[src/rtl/cdb_arbiter_pkg.sv]
// rtl/cdb_arbiter_pkg.sv - shared requester indices, sizes and CDB message type
package cdb_arbiter_pkg;

    localparam int CDB_NUM_REQ  = 4;
    localparam int CDB_ROB_SIZE = 8;
    localparam int CDB_IXW      = $clog2(CDB_ROB_SIZE);

    // Requester slot assignment on the bus
    localparam int REQ_ALU  = 0;
    localparam int REQ_MUL  = 1;
    localparam int REQ_DIV  = 2;
    localparam int REQ_LOAD = 3;

    typedef struct packed {
        logic [CDB_IXW-1:0] rob_ix;
        logic [31:0]        value;
        logic [31:0]        dest;
    } cdb_msg_t;

endpackage

[src/rtl/cdb_arbiter_rr_priority_picker.sv]
// rtl/cdb_arbiter_rr_priority_picker.sv - one-hot winner pickers (round-robin, and age-based when CDB_ARB_OLDEST_FIRST_EN)

module rr_priority_picker #(
    parameter  int NUM_REQ = 4,
    localparam int PW      = (NUM_REQ > 1) ? $clog2(NUM_REQ) : 1
) (
    input  logic [NUM_REQ-1:0] req,
    input  logic [PW-1:0]      ptr,
    output logic [NUM_REQ-1:0] grant
);

    logic [PW-1:0] idx;
    logic          found;
    int            pos;

    // Scan from ptr upward with wrap; the first requesting slot wins
    always_comb begin
        grant = '0;
        found = 1'b0;
        idx   = '0;
        pos   = 0;
        for (int k = 0; k < NUM_REQ; k++) begin
            pos = int'(ptr) + k;
            if (pos >= NUM_REQ) begin
                pos = pos - NUM_REQ;
            end
            idx = PW'(pos);
            if (!found && req[idx]) begin
                grant[idx] = 1'b1;
                found      = 1'b1;
            end
        end
    end

endmodule

`ifdef CDB_ARB_OLDEST_FIRST_EN
module age_priority_picker #(
    parameter int NUM_REQ = 4,
    parameter int IXW     = 3
) (
    input  logic [NUM_REQ-1:0]     req,
    input  logic [NUM_REQ*IXW-1:0] rob_ix,
    input  logic [IXW-1:0]         head,
    output logic [NUM_REQ-1:0]     grant
);

    logic [IXW-1:0] age;
    logic [IXW-1:0] best;
    logic           found;

    // Age is distance from the ROB head with natural wrap; strict less-than keeps ties on the lowest index
    always_comb begin
        grant = '0;
        found = 1'b0;
        best  = '0;
        age   = '0;
        for (int i = 0; i < NUM_REQ; i++) begin
            age = rob_ix[i*IXW +: IXW] - head;
            if (req[i] && (!found || age < best)) begin
                grant    = '0;
                grant[i] = 1'b1;
                best     = age;
                found    = 1'b1;
            end
        end
    end

endmodule
`endif

[src/rtl/cdb_arbiter.sv]
// rtl/cdb_arbiter.sv - common data bus arbiter with per-requester holding slots; CDB_ARB_OLDEST_FIRST_EN selects oldest-first grant
module cdb_arbiter
    import cdb_arbiter_pkg::*;
#(
    parameter  int NUM_REQ  = CDB_NUM_REQ,
    parameter  int ROB_SIZE = CDB_ROB_SIZE,
    localparam int IXW      = $clog2(ROB_SIZE),
    localparam int PW       = (NUM_REQ > 1) ? $clog2(NUM_REQ) : 1
) (
    input  logic                   clk_in,
    input  logic                   rst_in,
    input  logic [NUM_REQ-1:0]     req_valid_in,
    input  logic [NUM_REQ*IXW-1:0] req_rob_ix_in,
    input  logic [NUM_REQ*32-1:0]  req_value_in,
    input  logic [NUM_REQ*32-1:0]  req_dest_in,
    output logic [NUM_REQ-1:0]     req_ready_out,
    input  logic                   flush_in,
    input  logic [IXW-1:0]         rob_head_in,
    output logic                   cdb_valid_out,
    output logic [IXW-1:0]         cdb_rob_ix_out,
    output logic [31:0]            cdb_value_out,
    output logic [31:0]            cdb_dest_out,
    output logic [NUM_REQ-1:0]     grant_out
);

    logic [NUM_REQ-1:0] pending_q;
    logic [NUM_REQ-1:0] pick_grant;
    logic [NUM_REQ-1:0] accept;
    logic               bus_enable;
    cdb_msg_t           slot_q [NUM_REQ];
    cdb_msg_t           win_msg;

    // Nothing is broadcast while flushing or while reset holds the slots
    assign bus_enable    = !flush_in && !rst_in;
    assign grant_out     = pick_grant & {NUM_REQ{bus_enable}};
    assign cdb_valid_out = (|pending_q) && bus_enable;

    // A slot can take new data if empty or being drained this very cycle
    assign req_ready_out = {NUM_REQ{!flush_in}} & (~pending_q | grant_out);
    assign accept        = req_valid_in & req_ready_out;

`ifdef CDB_ARB_OLDEST_FIRST_EN
    logic [NUM_REQ*IXW-1:0] slot_ix_flat;

    // Flatten held ROB indices for the age comparator
    always_comb begin
        slot_ix_flat = '0;
        for (int i = 0; i < NUM_REQ; i++) begin
            slot_ix_flat[i*IXW +: IXW] = IXW'(slot_q[i].rob_ix);
        end
    end

    age_priority_picker #(
        .NUM_REQ (NUM_REQ),
        .IXW     (IXW)
    ) u_picker (
        .req    (pending_q),
        .rob_ix (slot_ix_flat),
        .head   (rob_head_in),
        .grant  (pick_grant)
    );
`else
    logic [PW-1:0]  rr_ptr_q;
    logic [PW-1:0]  win_ix;
    logic [IXW-1:0] unused_rob_head;

    assign unused_rob_head = rob_head_in;

    rr_priority_picker #(
        .NUM_REQ (NUM_REQ)
    ) u_picker (
        .req   (pending_q),
        .ptr   (rr_ptr_q),
        .grant (pick_grant)
    );

    // Encode the one-hot winner so the pointer can advance past it
    always_comb begin
        win_ix = '0;
        for (int i = 0; i < NUM_REQ; i++) begin
            if (grant_out[i]) begin
                win_ix = PW'(i);
            end
        end
    end

    // Round-robin pointer moves to the slot after the last winner; flush leaves it alone
    always_ff @(posedge clk_in) begin
        if (rst_in) begin
            rr_ptr_q <= '0;
        end else if (!flush_in && (|grant_out)) begin
            rr_ptr_q <= (win_ix == PW'(NUM_REQ - 1)) ? '0 : win_ix + 1'b1;
        end
    end
`endif

    // Pending bits: a same-edge recapture keeps a granted slot occupied
    always_ff @(posedge clk_in) begin
        if (rst_in) begin
            pending_q <= '0;
        end else if (flush_in) begin
            pending_q <= '0;
        end else begin
            pending_q <= (pending_q & ~grant_out) | accept;
        end
    end

    // Slot payload capture; contents are meaningless while the pending bit is clear
    always_ff @(posedge clk_in) begin
        for (int i = 0; i < NUM_REQ; i++) begin
            if (accept[i]) begin
                slot_q[i].rob_ix <= CDB_IXW'(req_rob_ix_in[i*IXW +: IXW]);
                slot_q[i].value  <= req_value_in[i*32 +: 32];
                slot_q[i].dest   <= req_dest_in[i*32 +: 32];
            end
        end
    end

    // Route the winner's slot to the bus; zero when there is no grant
    always_comb begin
        win_msg = '0;
        for (int i = 0; i < NUM_REQ; i++) begin
            if (grant_out[i]) begin
                win_msg = slot_q[i];
            end
        end
    end

    assign cdb_rob_ix_out = IXW'(win_msg.rob_ix);
    assign cdb_value_out  = win_msg.value;
    assign cdb_dest_out   = win_msg.dest;

endmodule

[config.mk]
export PLATFORM = sky130hd
export DESIGN_NAME = cdb_arbiter
export DESIGN_NICKNAME = d
export VERILOG_FILES = /design/src/rtl/cdb_arbiter_pkg.sv /design/src/rtl/cdb_arbiter_rr_priority_picker.sv /design/src/rtl/cdb_arbiter.sv
export SDC_FILE = /design/constraint.sdc
export NUM_CORES = 1
export LEC_CHECK = 0
export CAP_MARGIN = 10
export CORE_MARGIN = 2
export CORE_UTILIZATION = 51
export DETAILED_ROUTE_END_ITERATION = 7
export GPL_TIMING_DRIVEN = 0
export PLACE_DENSITY_LB_ADDON = 0.15
export SYNTH_ARGS = -nofsm -noshare
export SYNTH_HDL_FRONTEND = slang
export SYNTH_SLANG_ARGS = --single-unit
export TNS_END_PERCENT = 10
[constraint.sdc]
create_clock -name clk_in -period 17.2 [get_ports clk_in]
set_input_delay 3.44 -clock clk_in [delete_from_list [all_inputs] [get_ports clk_in]]
set_output_delay 3.44 -clock clk_in [all_outputs]
set_load 0.05 [all_outputs]
# After elaboration in Yosys (flattened, before gate mapping)

Memories as Yosys holds them, arrays and structs flattened.
Index checks and enable logic that the tools add are counted.

Add/sub/neg operators: 8
$lt $le $gt $ge: 12
Equality and inequality tests: 1
Muxes and demuxes: 43
Bitwise operators: 11
Reduce and logical (&&, ||, !) cells: 18

Operators by type and width:

| operator                                                              | count |
|---|---|
| 67-bit two-way mux                                                    | 4 |
| 1-bit two-way mux                                                     | 20 |
| 4-bit bitwise OR                                                      | 5 |
| 4-bit bitwise AND                                                     | 4 |
| 4-bit two-way mux                                                     | 4 |
| 2-bit two-way mux                                                     | 7 |
| 2-bit by 3-bit < comparator with 1-bit output, second input constant  | 4 |
| 1-bit logical AND                                                     | 10 |
| 3-bit >= comparator, second input constant                            | 3 |
| 1-bit binary-select mux with 2-bit select                             | 4 |
| 1-bit demux with 2-bit select                                         | 4 |
| 2-bit by 1-bit >= comparator with 1-bit output, second input constant | 4 |
| 4-bit NOT                                                             | 2 |
| 4-bit OR reduction                                                    | 2 |
| 2-bit by 1-bit subtractor with 2-bit output, second input constant    | 4 |
| 2-bit by 2-bit adder with 3-bit output, second input constant         | 2 |
| 1-bit logical NOT                                                     | 5 |
| 2-bit by 1-bit adder with 3-bit output, second input constant         | 1 |
| 2-bit by 3-bit >= comparator with 1-bit output, second input constant | 1 |
| 2-bit by 1-bit adder with 2-bit output, second input constant         | 1 |
| 2-bit == test, second input constant                                  | 1 |
| 2-bit OR reduction                                                    | 1 |

Flip-flop bits (word level): 6
Bits in writable memories: 268
Bits of input ports: 278
Output and inout bits: 76
Word-level logic and storage cells: 96
Memories kept: 1

Memory list:

| name   | depth | width | read ports | clocked after memory_dff | write ports | RTL line          | RTL |
|---|---|---|---|---|---|---|---|
| slot_q | 4     | 67    | 4          | 0                        | 4           | cdb_arbiter.sv:30 | `cdb_msg_t slot_q [NUM_REQ];` |

# Depth between registers and ports, before layout

Gate-level depths: netlist of run 1.

Word-level depth: 20
Mapped depth: 12

# Modules after synthesis

Synthesis of run 1 repeated with hierarchy kept, for this count alone.

Cells, all modules: 737
Area, all modules: 11412.2 µm²

By module, submodules not included:

| module             | instances | cells an instance | area an instance (µm²) |
|---|---|---|---|
| cdb_arbiter        | 1         | 707               | 11109.4 |
| rr_priority_picker | 1         | 30                | 302.8 |

# Least setup slack after synthesis of run 1

Ideal clock, no wire load.

Path kind: in2reg
Start: input flush_in
End: memory slot_q[1][0] in the netlist's numbering (enable)
Setup time: 588 ps
Data arrival time: 9406 ps
Data required time: 16612 ps
Path slack: 7206 ps
Stages on the path: 7
Path buffers: 3
Cell sequence: clkbuf_1 -> nor2_1 -> o31a_1 -> buf_2 -> buf_2 -> nor2b_1 -> nor3b_1

RTL lines:

| what            | RTL line          | RTL |
|---|---|---|
| start, declared | cdb_arbiter.sv:17 | `input logic flush_in,` |
| end, declared   | cdb_arbiter.sv:30 |  |

# Worst setup path after layout of run 1

Start: input rst_in
End: output cdb_dest_out[0]

Word-level cells in the longest chain between the ends: 7

Ends and longest elaborated chain:

| what                            | RTL line           | RTL |
|---|---|---|
| start, declared                 | cdb_arbiter.sv:11  | `input logic rst_in,` |
| 1-bit logical NOT *             | cdb_arbiter.sv:34  | `assign bus_enable = !flush_in && !rst_in;` |
| 1-bit logical AND *             | cdb_arbiter.sv:34  |  |
| 4-bit bitwise AND *             | cdb_arbiter.sv:35  | `assign grant_out = pick_grant & {NUM_REQ{bus_enable}};` |
| 67-bit two-way mux (3 in a row) | cdb_arbiter.sv:123 | `if (grant_out[i]) begin` |
| 67-bit two-way mux *            | cdb_arbiter.sv:123 |  |
| end, declared                   | cdb_arbiter.sv:22  | `output logic [31:0] cdb_dest_out,` |

Mark *: on every way between the ends. The rest lies on a longest branch, timed or not.

==> results of run 1 <==
-- layout by cell type (no fill, tap or decap), drive strengths merged, types with 3 or more instances in the layout --
master         count
clkbuf            87
nand3             68
and3               3
diode              7
nand2              5
o21ai             72
dfxtp              6
nor3b              4
edfxtp           268
mux4               3
o21a               4
a21oi              5
clkinv            13
ha                 7
clkdlybuf4s50    349
a31oi            135
inv               73
and2               3
nand4             67
nor2b              7
buf               50
bufinv             4
nor2              75
-- metal layers --
layer	wire, um	track usage, %	vias to the layer above
met1	13800	38.6	4582
met5	0	0	-
met3	3680	6.99	110
met2	18100	50.2	604
met4	1790	13.4	0
li1	-	-	4281
-- report_power, final --
part / switching (uW) / internal, uW / total, uW
Combinational: 228 / 139 / 368
Sequential: 9.68 / 768 / 778
Clock: 256 / 367 / 622
Total: 494 / 1270 / 1770
-- through the flow --
step	util, %	total power [uW]	cell area [um^2]
2_1_floorplan	-	988	11600
3_3_place_gp	68.7	1150	15500
3_5_place_dp	69.6	1150	15700
4_1_cts	73.8	1770	16600
5_1_grt	73.9	1820	16600
6_report	73.9	1770	16600
-- worst paths after layout --
check        slack [ns]                      from  cells past startpoint                 endpoint
min                0.68   pending_q[1]$_SDFF_PP0_                      3  pending_q[1]$_SDFF_PP0_
max reg2reg       12.44  rr_ptr_q[0]$_SDFFE_PP0P_                     13  slot_q[1][35]$_DFFE_PP_
min reg2reg        0.68   pending_q[1]$_SDFF_PP0_                      3  pending_q[1]$_SDFF_PP0_
max                6.64                    rst_in                      8          cdb_dest_out[0]
-- flip-flops by register name (all words and copies together) (netlist names) --
| signal | count |
|---|---|
| slot_q | 268 |
| rr_ptr_q | 2 |
| pending_q | 4 |
-- final cells by class --
type | instances | area, um^2
Sequential cell | 274 | 8170
Fill cell | 1571 | 5880
Timing Repair Buffer | 364 | 3680
Multi-Input combinational cell | 476 | 2800
Clock buffer | 35 | 748
Buffer | 87 | 402
Tap cell | 285 | 357
Inverter | 72 | 270
Clock inverter | 18 | 183
Antenna cell | 7 | 17.5
-- cell families after synthesis --
logic type	after synthesis
buffers and inverters	159
adder cells (fa/ha/maj)	7
AO/OA/AOI/OAI	226
flip-flops	274
AND/OR/NAND/NOR	240
multiplexers	3
-- critical path: cells and delay by family --
kind / cells / cell delay (ns)
buffers and inverters: 4 / 2.07
AOI/OAI and AO/OA: 2 / 1.10
and+or+nand+nor: 2 / 0.50
==> metrics.cfg, run 1 <==
[yosys]
synth_most_common_cell=edfxtp_1
synthTopCellsByArea=edfxtp_1, a31oi_1, nand4_1
synth_top_family_by_area=compound AO/OA/AOI/OAI gates
synth_edf_count=268
ys_ff_latch=274
syn_area_mm2=0.0116
synth_largest_area_cell=edfxtp_1
netlist.area_leader.share_pct=69.3
yosys.area_share.simple_pct=10.6
synth_ff_type=edfxtp_1
syn_area_per_cell_um2=12.8
synthMuxAreaShare_pct=0.582
synthAdderAreaFrac_pct=0.754
yosysSeqAreaShare_pct=70.3
synth_cells=909
synth_cell_types=41
syn-num-nets=1194
synth_common_cells=edfxtp_1, a31oi_1, nor2_1, inv_1, nand3_1
yosys_warnings=0
synth_xor_area_share_pct=0
synth_compound_area_share_pct=12.0
async_reset_ff_share_pct=0

[status]
status=complete, no violations

[drt]
drc=0
final_antenna_net_count=0
vias=9577
drt_iter0_markers=848
routed_via_density=5.92
drt-pass1-iter-count=5
routed_wl_mm=37.3
wire_per_inst_um=23.1

[timing]
worstMarginPinSlew_ns=1.12
drv_slew=0
fin_skew_ns=0.0115
slew_headroom_pct=25.1
final-setup-viol-count=0
finalHoldViolCount=0
tns_ns=0
rsz0062_at_grt=no
fin_hold_ws_ns=0.682
fmax_mhz=94.7
fin_crit_sh_pct=61.4
fin_ws_ns=6.64
fin_crit_ns=10.56

[worst_hold_path]
hold_class=reg2reg

[clocking]
h-tree-depth=1
clk_path_buf_depth=3
clock-sinks=274
clkTransAtPathRegs_ns=0.06
cts_buffers=29
clock_latency_ns=0.55
cts_resized=0
post_cts_buffers=0
cts_tree=done
cts-hold-fix-buffers=0
root_buffer=clkbuf_16

[worst_setup_path]
crit_path_cell_trace=clkdlybuf4s50_1 > or2_2 > clkbuf_1 > a31oi_2 > clkbuf_1 > nand4_1 > a31oi_1 > clkdlybuf4s50_1
slowest_stage=clkdlybuf4s50_1
critical_path_required_ns=13.76
startpoint_type=input pin
cp_data_arrival_time_ns=7.12
crit_fanout=10
critPathMaxStageDelay_ns=0.88
critical_path_class=in2out
worst_setup_path_end_kind=output pin

[floorplan]
dieHeight_um=155
die-width_um=155
start_util_pct=51.6
pin_count=354
die-area_mm2=0.0240
core_mm2=0.0225
rows=55

[global_routing]
grt_antenna_before_repair=10
grt_pass1_wl_mm=54.6
grt_usage_pct=30.3
grt_max_degree=38
grt_overflow_total=0
grt_pass1_vias=9496

[place]
globalplace.congestion=0.901
dp_hpwl_mm=26.2
placedCellCount=1558
io_buffers=349
pre_cts_ws_ns=6.79

[layout]
syn2layout_area_growth_pct=43.1
fin_nets=1589
drive_above_1_share_pct=7.84
fin_cells=1618

[pwr]
leakage_uw=0.00573
power_density_mw_per_mm2=106
ir_drop_mv=0.0760

[job]
drv_cap=0

(Power assumes the default switching activity.)
==> inputs of run 2 (changes only) <==
Settings changed: CORE_UTILIZATION 51 to 47.
Clock period 17.2 ns to 10.2 ns, I/O delays scaled along.
==> run 2 against run 1 <==
Net effect:
- first-iteration DRC count grew 12%
- non-clock buffer count grew 1
- core utilization shrank 4.8 points
- final area grew 1.0%
- flip-flop and latch count is the same
- worst hold slack lost 0.0078 ns
- wire length grew 0.89%
- die area grew 8.3%
- critical path type unchanged
- sequential share of layout area shrank 0.49 points
==> metrics.cfg, run 2 (synthesized netlist as in run 1, its figures left out) <==
[clocking]
post_cts_buffers=0  ; unchanged
clock_latency_ns=0.56  ; was 0.55 ns
h-tree-depth=1  ; unchanged
root_buffer=clkbuf_16  ; unchanged
cts_tree=done  ; unchanged
cts_buffers=30  ; was 29
clock-sinks=274  ; unchanged
clkTransAtPathRegs_ns=0.06  ; about the same
cts_resized=0  ; unchanged
cts-hold-fix-buffers=0  ; unchanged
clk_path_buf_depth=3  ; unchanged

[drt]
vias=9485  ; was 9,577
wire_per_inst_um=22.7  ; was 23.1 um
routed_wl_mm=37.7  ; was 37.3 mm
drt_iter0_markers=946  ; was 848
drt-pass1-iter-count=6  ; was 5
drc=0  ; unchanged
final_antenna_net_count=0  ; unchanged
routed_via_density=5.70  ; was 5.92

[timing]
fin_crit_sh_pct=76.3
drv_slew=0  ; unchanged
worstMarginPinSlew_ns=0.900  ; was 1.12 ns
fin_crit_ns=7.78
finalHoldViolCount=0  ; unchanged
fmax_mhz=129
fin_ws_ns=2.42  ; was 6.64 ns
fin_skew_ns=0.0162  ; was 0.0115 ns
rsz0062_at_grt=no  ; unchanged
slew_headroom_pct=39.8  ; was 25.1%
final-setup-viol-count=0  ; unchanged

[worst_setup_path]
slowest_stage=clkdlybuf4s50_1  ; unchanged
regToRegStartpoint=rr_ptr_q[0]$_SDFFE_PP0P_  ; unchanged
crit_fanout=10  ; unchanged
regToRegEndpoint=slot_q[1][23]$_DFFE_PP_  ; was slot_q[1][35]$_DFFE_PP_
critical_path_required_ns=8.16  ; was 13.76 ns
crit_path_cell_trace=clkdlybuf4s50_1 > or2_2 > clkbuf_1 > a31oi_2 > clkbuf_1 > nand4_1 > a31oi_1 > clkdlybuf4s50_1  ; unchanged
startpoint_type=input pin  ; unchanged
critical_path_class=in2out  ; unchanged
ff2ff_path_depth=15  ; was 13
rrSetupSlack_ns=5.57  ; was 12.44 ns
cp_data_arrival_time_ns=5.74  ; was 7.12 ns
critPathMaxStageDelay_ns=0.88  ; about the same
worst_setup_path_end_kind=output pin  ; unchanged

[place]
pre_cts_ws_ns=2.51  ; was 6.79 ns
dp_hpwl_mm=26.5  ; was 26.2 mm
globalplace.congestion=0.860  ; was 0.901
io_buffers=349  ; unchanged

[global_routing]
grt_overflow_total=0  ; unchanged
grt_pass1_vias=9554  ; was 9,496
grt_pass1_wl_mm=55.4  ; was 54.6 mm
grt_max_degree=43  ; was 38
grt_antenna_before_repair=10  ; unchanged
grt_usage_pct=28.3  ; was 30.3%

[layout]
fillers=1820  ; was 1,571
final_cell_mix=clkdlybuf4s50_1, edfxtp_1, a31oi_1  ; unchanged
syn2layout_area_growth_pct=44.5  ; was 43.1%
largest_reg_flops=268  ; unchanged
reg.largest.list=slot_q (268), pending_q (4), rr_ptr_q (2)  ; unchanged
final_common_cell=clkdlybuf4s50_1  ; unchanged
fin_nets=1591  ; was 1,589
drive_above_1_share_pct=8.65  ; was 7.84%
largest-register=slot_q  ; unchanged
final_core_util_pct=69.0  ; was 73.9%

[floorplan]
core_mm2=0.0243  ; was 0.0225 mm^2
pin_count=354  ; unchanged
dieHeight_um=161  ; was 155 um
rows=57  ; was 55
start_util_pct=47.8  ; was 51.6%
die-width_um=161  ; was 155 um
die-area_mm2=0.0260  ; was 0.0240 mm^2

[pwr]
power_density_mw_per_mm2=182  ; was 106 mW/mm^2
leakage_uw=0.00578  ; was 0.00573 uW
fin_total_pwr_uw=3050  ; was 1770 uW
ir_drop_mv=0.140  ; was 0.0760 mV

[status]
status=complete, no violations  ; unchanged

[worst_hold_path]
min_path_cells=3  ; unchanged
whs_endpoint=pending_q[1]$_SDFF_PP0_  ; unchanged
hold_class=reg2reg  ; unchanged
hp-start=pending_q[1]$_SDFF_PP0_  ; unchanged

[job]
drv_cap=0  ; unchanged

-- run 2: cell count changes in the layout (fill, tap and decap cells not counted), moves of 2 or more --
cell | before | now
clkinv_1 | 9 | 3
clkinv_2 | 4 | 7
clkinvlp_4 | 0 | 3
diode_2 | 7 | 9
-- run 2: worst max path at each step --
stage,slack [ns],start,end,cells past startpoint
2_1_floorplan,1.61,flush_in,slot_q[1][0]$_DFFE_PP_,7
3_3_place_gp,-3.10,rst_in,slot_q[1][30]$_DFFE_PP_,7
3_5_place_dp,2.51,rst_in,cdb_value_out[5],8
4_1_cts,2.44,rst_in,cdb_value_out[5],8
5_1_grt,2.32,rst_in,cdb_value_out[5],8
6_report,2.42,rst_in,cdb_value_out[12],8
-- run 2: per-layer routing --
layer	track usage, %	vias to the layer above	part of all wire (%)
li1	-	4298	-
met1	37.2	4476	38
met2	46.6	601	48
met3	5.19	106	8.7
met4	12.1	4	4.8
met5	0	-	0.058
-- run 2: where the power goes --
group / switching, uW / internal [uW]
Clock: 450 / 668
Sequential: 15.3 / 1300
Combinational: 386 / 236
Total: 852 / 2200
-- run 2: area by class of cell --
type / instances / area (um^2) / share of cell area [%]
Buffer: 87 / 402 / 2.39
Clock inverter: 21 / 253 / 1.51
Inverter: 72 / 270 / 1.61
Sequential cell: 274 / 8170 / 48.7
Tap cell: 324 / 405 / 2.41
Timing Repair Buffer: 365 / 3700 / 22.1
Clock buffer: 35 / 769 / 4.58
Multi-Input combinational cell: 476 / 2800 / 16.7
Antenna cell: 9 / 22.5 / 0.134
-- run 2: worst max-delay path, delay by kind of cell --
family                 cells  cell delay [ns]
buffers and inverters      4             2.12
AND/OR/NAND/NOR            2             0.48
AO/OA/AOI/OAI              2             1.11
-- run 2: stage by stage --
stage	instance area (um^2)	instances	setup TNS (ns)	hold WS, ns
finish	16800	1663	0	0.674
global route	16800	1662	0	0.717
CTS	16800	1654	0	0.670
detailed placement	15700	1598	0	0.653
global placement	15500	1582	-385.79	0.631
floorplan	11600	909	0	0.592
==> inputs of run 3 (changes only) <==
Settings changed: CORE_UTILIZATION 47 to 43.
Clock period 10.2 ns to 6.3 ns, I/O delays scaled along.
==> run 3 against run 2 <==
Net effect:
- total power is 54% higher
- global-route usage is 2.6 points lower
- sequential share of layout area is 0.055 points higher
- critical path type is now reg2out
- largest power group unchanged
- highest routed layer unchanged
==> metrics.cfg, run 3 (synthesized netlist as in run 1, its figures left out) <==
[worst_setup_path]
crit_fanout=10  ; unchanged
path_delay_family=buffers and inverters  ; unchanged
critical_path_required_ns=5.04  ; was 8.16 ns
critPathBufInv=4  ; unchanged
critPathMaxStageDelay_ns=0.90  ; was 0.88 ns
crit_path_cell_trace=buf_2 > inv_1 > ha_1 > or3b_1 > a2111oi_2 > o21ai_1 > a31oi_4 > clkbuf_1 > nand4_1 > a31oi_1 > clkdlybuf4s50_1  ; was clkdlybuf4s50_1 > or2_2 > clkbuf_1 > a31oi_2 > clkbuf_1 > nand4_1 > a31oi_1 > clkdlybuf4s50_1
startpoint_type=flip-flop  ; was input pin
cp_data_arrival_time_ns=4.96  ; was 5.74 ns
critical_path_class=reg2out  ; was in2out
slowest_stage=clkdlybuf4s50_1  ; unchanged
worst_setup_path_end_kind=output pin  ; unchanged
rrSetupSlack_ns=1.83  ; was 5.57 ns

[layout]
largest-register=slot_q  ; unchanged
final_cell_mix=clkdlybuf4s50_1, edfxtp_1, a31oi_1  ; unchanged
largest_reg_flops=268  ; unchanged
final_common_cell=clkdlybuf4s50_1  ; unchanged
drive_above_1_share_pct=7.87  ; was 8.65%
reg.largest.list=slot_q (268), pending_q (4), rr_ptr_q (2)  ; unchanged
multi_input_area_mm2=0.00281  ; was 0.00280 mm^2
fillers=2107  ; was 1,820
final_core_util_pct=62.7  ; was 69.0%
register_area_mm2=0.00817  ; unchanged
fin_nets=1589  ; was 1,591
syn2layout_area_growth_pct=44.3  ; was 44.5%

[floorplan]
rows=60  ; was 57
start_util_pct=43.5  ; was 47.8%
core_mm2=0.0267  ; was 0.0243 mm^2
dieHeight_um=168  ; was 161 um
die-width_um=168  ; was 161 um
pin_count=354  ; unchanged
die-area_mm2=0.0284  ; was 0.0260 mm^2

[worst_hold_path]
hold_class=reg2reg  ; unchanged

[status]
status=complete, no violations  ; unchanged

[drt]
routed_via_density=5.61  ; was 5.70
drt_iter0_markers=749  ; was 946
vias=9386  ; was 9,485
routed_wl_mm=37.7  ; about the same
drt-pass1-iter-count=5  ; was 6
final_antenna_net_count=0  ; unchanged
wire_per_inst_um=22.5  ; was 22.7 um
drc=0  ; unchanged

[clocking]
clkTransAtPathRegs_ns=0.06  ; about the same
post_cts_buffers=0  ; unchanged
cts-hold-fix-buffers=0  ; unchanged
clock-sinks=274  ; unchanged
clock_latency_ns=0.55  ; was 0.56 ns
h-tree-depth=1  ; unchanged
root_buffer=clkbuf_16  ; unchanged
cts_tree=done  ; unchanged
cts_buffers=30  ; unchanged
clk_path_buf_depth=3  ; unchanged

[global_routing]
grt_max_degree=37  ; was 43
grt_overflow_total=0  ; unchanged
grt_usage_pct=25.7  ; was 28.3%
grt_pass1_wl_mm=54.8  ; was 55.4 mm
grt_pass1_vias=9365  ; was 9,554
grt_antenna_before_repair=13  ; was 10

[pwr]
switching_power_uw=1350  ; was 852 uW
pwr-share-clk_pct=33.7  ; was 36.7%
switching_share_pct=28.7  ; was 27.9%
power_density_mw_per_mm2=281  ; was 182 mW/mm^2
pwr-share-seq_pct=45.0  ; was 43.0%
ir_drop_mv=0.205  ; was 0.140 mV
p_int_uw=3360  ; was 2200 uW
leakage_uw=0.00644  ; was 0.00578 uW
fin_total_pwr_uw=4710  ; was 3050 uW
comb_power_share_pct=21.3  ; was 20.4%

[timing]
fin_crit_sh_pct=98.8
final-setup-viol-count=0  ; unchanged
fmax_mhz=161
rsz0062_at_grt=yes  ; was no
fin_ws_ns=0.0752  ; was 2.42 ns
fin_crit_ns=6.22
tns_ns=0  ; unchanged
fin_skew_ns=0.00749  ; was 0.0162 ns
drv_slew=0  ; unchanged
worstMarginPinSlew_ns=0.855  ; was 0.900 ns
fin_hold_ws_ns=0.674  ; about the same
finalHoldViolCount=0  ; unchanged
slew_headroom_pct=42.8  ; was 39.8%

[place]
io_buffers=349  ; unchanged
dp_hpwl_mm=26.5  ; about the same
pre_cts_ws_ns=0.197  ; was 2.51 ns
globalplace.congestion=0.822  ; was 0.860

[job]
drv_cap=0  ; unchanged

==> run 3: changes by cell type in the layout (fill, tap and decap cells not counted), sizes merged, moves of 2 or more <==
cell	before	now
dlymetal6s2s	0	41
dlygate4sd2	0	2
bufinv	5	0
diode	9	11
clkinvlp	3	1
clkdlybuf4s50	349	305
==> run 3: path summary, 6_finish.rpt <==
kind / start / end / depth (start not counted)
max reg2reg: rr_ptr_q[0]$_SDFFE_PP0P_ / slot_q[1][28]$_DFFE_PP_ / 14
min: pending_q[1]$_SDFF_PP0_ / pending_q[1]$_SDFF_PP0_ / 3
min reg2reg: pending_q[1]$_SDFF_PP0_ / pending_q[1]$_SDFF_PP0_ / 3
max: rr_ptr_q[0]$_SDFFE_PP0P_ / cdb_dest_out[4] / 11
==> run 3: metrics by stage <==
| stage | instance area, um^2 | instances |
|---|---|---|
| floorplan | 11600 | 909 |
| global placement | 15500 | 1599 |
| detailed placement | 15800 | 1613 |
| CTS | 16600 | 1663 |
| global route | 16800 | 1673 |
| finish | 16800 | 1674 |
==> run 3: final cells by class <==
type                       instances  share of cell area [%]
multi-input combinational        476                    16.8
timing repair buffer             363                    22.7
sequential                       274                    48.7
clock buffer                      35                    4.72
buffer                            87                    2.39
antenna                           11                   0.164
tap                              341                    2.54
clock inverter                    15                   0.448
inverter                          72                    1.61
==> run 3: power groups by stage <==
| stage | clock (uW) | combinational, uW | sequential (uW) |
|---|---|---|---|
| 2_1_floorplan | 0 | 535 | 2160 |
| 3_3_place_gp | 0 | 975 | 2170 |
| 3_5_place_dp | 0 | 1000 | 2160 |
| 4_1_cts | 1600 | 1010 | 2120 |
| 5_1_grt | 1680 | 1060 | 2130 |
| 6_report | 1590 | 1000 | 2120 |
==> run 3: worst reg2reg max path, delay by kind of cell, from the launching register on <==
family / cells / cell delay (ns)
compound gates: 3 / 0.79
fa+ha+maj: 1 / 0.39
buf+inv: 7 / 1.56
flops: 1 / 0.38
simple gates: 3 / 1.04
==> run 3: layer usage <==
layer / routed length (um) / track usage, %
met5: 13 / 0
met4: 1110 / 9.45
met2: 18700 / 43.4
met1: 15200 / 33.7
met3: 2660 / 4.35
==> run 3: what timing repair did <==
action                     4_1_cts  5_1_grt
hold endpoints to repair         0        0
setup endpoints to repair       33       61
resized for setup                4       46
